[src/rtl/snap_pkg.sv]
// Shared definitions for the snapshot capture controller: FSM states and
// bit positions inside the 32-bit control word.
package snap_pkg;

  typedef enum logic [1:0] {
    IDLE      = 2'd0,
    WAIT_TRIG = 2'd1,
    CAPTURE   = 2'd2,
    DONE      = 2'd3
  } snap_state_e;

  localparam int ARM      = 0;
  localparam int TRIG_SEL = 1;
  localparam int WE_SEL   = 2;
  localparam int ABORT    = 3;

endpackage

[src/rtl/snap_edge_det.sv]
// Rising-edge detector for the arm bit. The first cycle after reset never
// reports an edge, so an arm level held through reset is not mistaken for a new arm.
module snap_edge_det (
  input  logic clk,
  input  logic rst_n,
  input  logic level,
  output logic rise
);

  logic prev;
  logic primed;

  always_ff @(posedge clk or negedge rst_n) begin
    if (!rst_n) begin
      prev   <= 1'b0;
      primed <= 1'b0;
    end else begin
      prev   <= level;
      primed <= 1'b1;
    end
  end

  assign rise = level & ~prev & primed;

endmodule

[src/rtl/snap_capture_ctrl.sv]
// Snapshot capture controller: arms from a control register, optionally waits for
// an external trigger, then streams 2^ADDR_W qualified samples into a BRAM.
//
// state     | meaning
// IDLE      | waiting for an arm edge (also entered on abort)
// WAIT_TRIG | armed, waiting for trig_ext
// CAPTURE   | writing qualified samples
// DONE      | buffer full, waiting for a re-arm
module snap_capture_ctrl
  import snap_pkg::*;
#(
  parameter int ADDR_W = 10,
  parameter int DATA_W = 64
) (
  input  logic              user_clk,
  input  logic              user_rst_n,
  input  logic [31:0]       ctrl,
  input  logic [DATA_W-1:0] din,
  input  logic              din_valid,
  input  logic              trig_ext,
  output logic [ADDR_W-1:0] bram_addr,
  output logic [DATA_W-1:0] bram_data,
  output logic              bram_we,
  output logic [31:0]       status
);

  localparam int unsigned     LAST_I = (1 << ADDR_W) - 1;
  localparam logic [ADDR_W:0] LAST   = LAST_I[ADDR_W:0];

  snap_state_e       state, state_nx;
  logic [ADDR_W-1:0] addr, addr_nx;
  logic [ADDR_W:0]   count, count_nx;
  logic              arm_rise;
  logic              qual;
  logic              wr_en;
  logic              busy;
  logic              done;
  logic              unused_ctrl;

  assign unused_ctrl = ^ctrl[31:4];

  snap_edge_det u_arm_edge (
    .clk   (user_clk),
    .rst_n (user_rst_n),
    .level (ctrl[ARM]),
    .rise  (arm_rise)
  );

  assign qual = ctrl[WE_SEL] | din_valid;

  always_comb begin
    state_nx = state;
    addr_nx  = addr;
    count_nx = count;
    wr_en    = 1'b0;
    if (ctrl[ABORT]) begin
      state_nx = IDLE;
    end else begin
      case (state)
        IDLE, DONE: begin
          if (arm_rise) begin
            addr_nx  = '0;
            count_nx = '0;
            state_nx = ctrl[TRIG_SEL] ? WAIT_TRIG : CAPTURE;
          end
        end
        WAIT_TRIG: begin
          if (trig_ext) begin
            state_nx = CAPTURE;
            wr_en    = qual;
          end
        end
        CAPTURE: wr_en = qual;
        default: state_nx = IDLE;
      endcase
      // Address wraps naturally; leaving CAPTURE on the last write stops it being reused.
      if (wr_en) begin
        addr_nx  = addr + 1'b1;
        count_nx = count + 1'b1;
        if (count == LAST) state_nx = DONE;
      end
    end
  end

  always_ff @(posedge user_clk or negedge user_rst_n) begin
    if (!user_rst_n) begin
      state     <= IDLE;
      addr      <= '0;
      count     <= '0;
      bram_we   <= 1'b0;
      bram_addr <= '0;
      bram_data <= '0;
    end else begin
      state   <= state_nx;
      addr    <= addr_nx;
      count   <= count_nx;
      bram_we <= wr_en;
      if (wr_en) begin
        bram_addr <= addr;
        bram_data <= din;
      end
    end
  end

  assign busy   = (state == WAIT_TRIG) || (state == CAPTURE);
  assign done   = (state == DONE);
  assign status = {done, busy, {(29 - ADDR_W){1'b0}}, count};

endmodule

[config.mk]
export PLATFORM = sky130hd
export DESIGN_NAME = snap_capture_ctrl
export DESIGN_NICKNAME = d
export VERILOG_FILES = /design/src/rtl/snap_pkg.sv /design/src/rtl/snap_edge_det.sv /design/src/rtl/snap_capture_ctrl.sv
export SDC_FILE = /design/constraint.sdc
export NUM_CORES = 1
export LEC_CHECK = 0
export ABC_AREA = 1
export CAP_MARGIN = 20
export CORE_MARGIN = 1.5
export CORE_UTILIZATION = 36
export CTS_CLUSTER_SIZE = 10
export DETAILED_ROUTE_END_ITERATION = 10
export GPL_TIMING_DRIVEN = 0
export HOLD_SLACK_MARGIN = 0.03
export PLACE_DENSITY = 0.82
export SYNTH_ARGS = -nofsm -noshare
export SYNTH_HDL_FRONTEND = slang
export SYNTH_HIERARCHICAL = 1
export SYNTH_SLANG_ARGS = --single-unit
export TNS_END_PERCENT = 100
[constraint.sdc]
create_clock -name user_clk -period 2.5 [get_ports user_clk]
set_clock_uncertainty 0.1 [all_clocks]
set_input_delay 0.75 -clock user_clk [delete_from_list [all_inputs] [get_ports user_clk]]
set_output_delay 0.75 -clock user_clk [all_outputs]
set_load 0.05 [all_outputs]
==> results.tsv <==
metric	value	unit
routedWlPerCell	12.74	microns
post-route-worst-setup-slack	54.33	ps
cpMaxStageDelayCell	clkdlybuf4s50_1	
post-route-util	54.83	%
layout.cells.most_common	nand2_1	
cpLargestDelayFamily	buffers and inverters	
cts_hold_buffers	0	
floorplan.initialDensity	36.77	%
stdcell_count	871	
synth.yosys.warnings	6	
cts_sinks	100	
synth_flop_cell	dfrtp_1	
ir_worst_vdd	849.9	uV
end_kind	primary output	
drt_wl_total	11100	microns
holdCritPathClass	in -> async	
clk-insertion-delay-late	340	ps
via_count_of_the_first_global_routing_pass	3544	
design.portCount	207	
grt.total_usage	17.40	%
finalCriticalPeriod	2446	ps
ratio_of_cells_with_drive_above_1_in_the_final_layout	9.116	%
syn_avg_cell_area	8.333	sq um
fin_setup_tns	0	ps
drt_iter0_drc	184	
coreArea	12010	sq um
grt_pass1_wl	17800	microns
finish.instance_area	6586	sq um
finalPower	8.310	mW
hold_slack	304.5	ps
max_cap_violations	0	
timing.max_slew.rel_slack	62.77	%
die_height	113.8	microns
setup_viol_count_final	0	
worst-path-buf-inv	1	
routed_vias	3872	
cellLeakagePower	3.239	nW
layout_common_cells	nand2_1 (262), clkdlybuf4s50_1 (155), dfrtp_1 (99)	
die-area	12940	sq um
num-nets-final	826	
seq_area_frac_synth	56.66	%
timing.critical_path.cells	clkdlybuf4s50_1	
detailed_place_hpwl	8039	microns
ctsLongestPathBuffers	2	
register_area	2504	sq um
criticalPathCategory	reg -> out	
grt_start_max_net_pins	59	
grt.overflow.total	0	
share_of_the_cycle_needed_by_the_critical_path_after_routing	97.83	%
cts_htree_levels	3	
gpl.final_weighted_congestion	0.8165	
achievable-frequency	408.9	MHz
grt_setup_unrepaired	no	
root_buffer	clkbuf_16	
synth_edf_count	0	
fp.dieW	113.8	microns
cts_buffers	9	
worstSetupStartpointType	register	
tightestPinTransition	558.5	ps
insertedDiodeCount	0	
drt_drc_violations_left	0	
netlist_instances	530	
final_antenna_net_count	0	
post_dp_cell_area	6285	sq um
port_buffers	159	
synth.distinct_cells	24	
finalHoldViolations	0	
area_growth_syn_to_layout	49.12	%
synth_seq_cells	100	
slew_viol_final	0	
rows	40	
outcome	completed	
multi_input_area	1607	sq um
dp.cells	855	
syn_area	4417	sq um
crit_path_max_fanout	6	
routed_via_density	4.445	
tritoncts	built	
clk_slew_on_worst_s_h_paths	70	ps
crit_path_max_incr_delay	830	ps
detail_route.first_pass.iterations	5	
pwr_density_cell	1262	nW/um^2
required	1650	ps
synth_async_sr_flop_share	100.0	%
layout.filler_cells	1096	
antenna_found_initial	0	
dp_slack	-237.7	ps
timing.critical_path.arrival	1600	ps
[power breakdown]
part / leakage (nW) / internal [mW] / switching [mW]
logic: 1.79 / 1.39 / 2.88
registers: 1.30 / 2.23 / 0.395
clock network: 0.146 / 0.808 / 0.607
[flip-flops by register name, indices dropped and copies added, names as in the netlist]
register and cells:
bram_data 64, count 11, bram_addr 10, u_arm_edge/primed 1, bram_we 1, state 2
addr 10, u_arm_edge/prev 1
[cells in the mapped netlist (2+ instances only)]
cell type,n,share of area [%]
o21ai_0,19,2.2
buf_2,17,1.9
conb_1,2,0.17
nand2_1,262,22
inv_1,26,2.2
buf_6,3,0.76
nor3b_1,4,0.68
nor3_1,2,0.23
buf_4,21,3.6
dfrtp_1,100,57
nand3_1,19,2.2
ha_1,7,2.0
a21oi_1,7,0.79
o22ai_1,4,0.57
nor2_1,27,2.3
nor2_2,2,0.28
[per-layer routing]
layer	wire length (microns)	GRT usage [%]	share of wire [%]	vias to the layer above
met5	0	0	0	-
met4	154	5.333	1.4	0
met3	618	4.251	5.6	11
met2	5410	27.95	49	113
met1	4913	23.37	44	1773
li1	-	-	-	1975
[cell families after synthesis]
logic type               after synthesis  share of synthesized area (%)
flip-flops                           100                          56.66
buffers and inverters                 68                          8.555
other                                  2                         0.1700
AND/OR/NAND/NOR                      319                          28.44
XOR/XNOR                               1                         0.1983
adder cells (fa/ha/maj)                7                          1.983
AO/OA/AOI/OAI                         33                          3.994
[repair_timing]
| item | in CTS | in global routing |
|---|---|---|
| setup buffers | 0 | 0 |
| gates resized for setup | 7 | 1 |
| gates cloned | 0 | 0 |
| endpoints found under the setup margin | 3 | 1 |
[final cells by class]
type	instances	area share, %
clock buffers	11	3.685
multi-input cells	380	24.39
repair buffers	160	24.47
flip-flops and latches	100	38.01
well taps	147	2.793
inverters	27	1.539
clock inverters	5	0.9119
plain buffers	41	4.198
[final timing paths]
kind                                     from              end  slack, ps  cells past startpoint
min in group user_clk           bram_data[61]    bram_data[61]        380                      2
worst max-delay path                 count[2]        status[2]         50                      1
worst min-delay path               user_rst_n  u_arm_edge/prev        300                      1
worst min register to register  bram_data[61]    bram_data[61]        380                      2
max in group asynchronous          user_rst_n     bram_data[2]       1320                      2
worst max register to register       state[0]     bram_addr[0]        510                      8
Note: power is estimated with default switching activity, not from simulation.
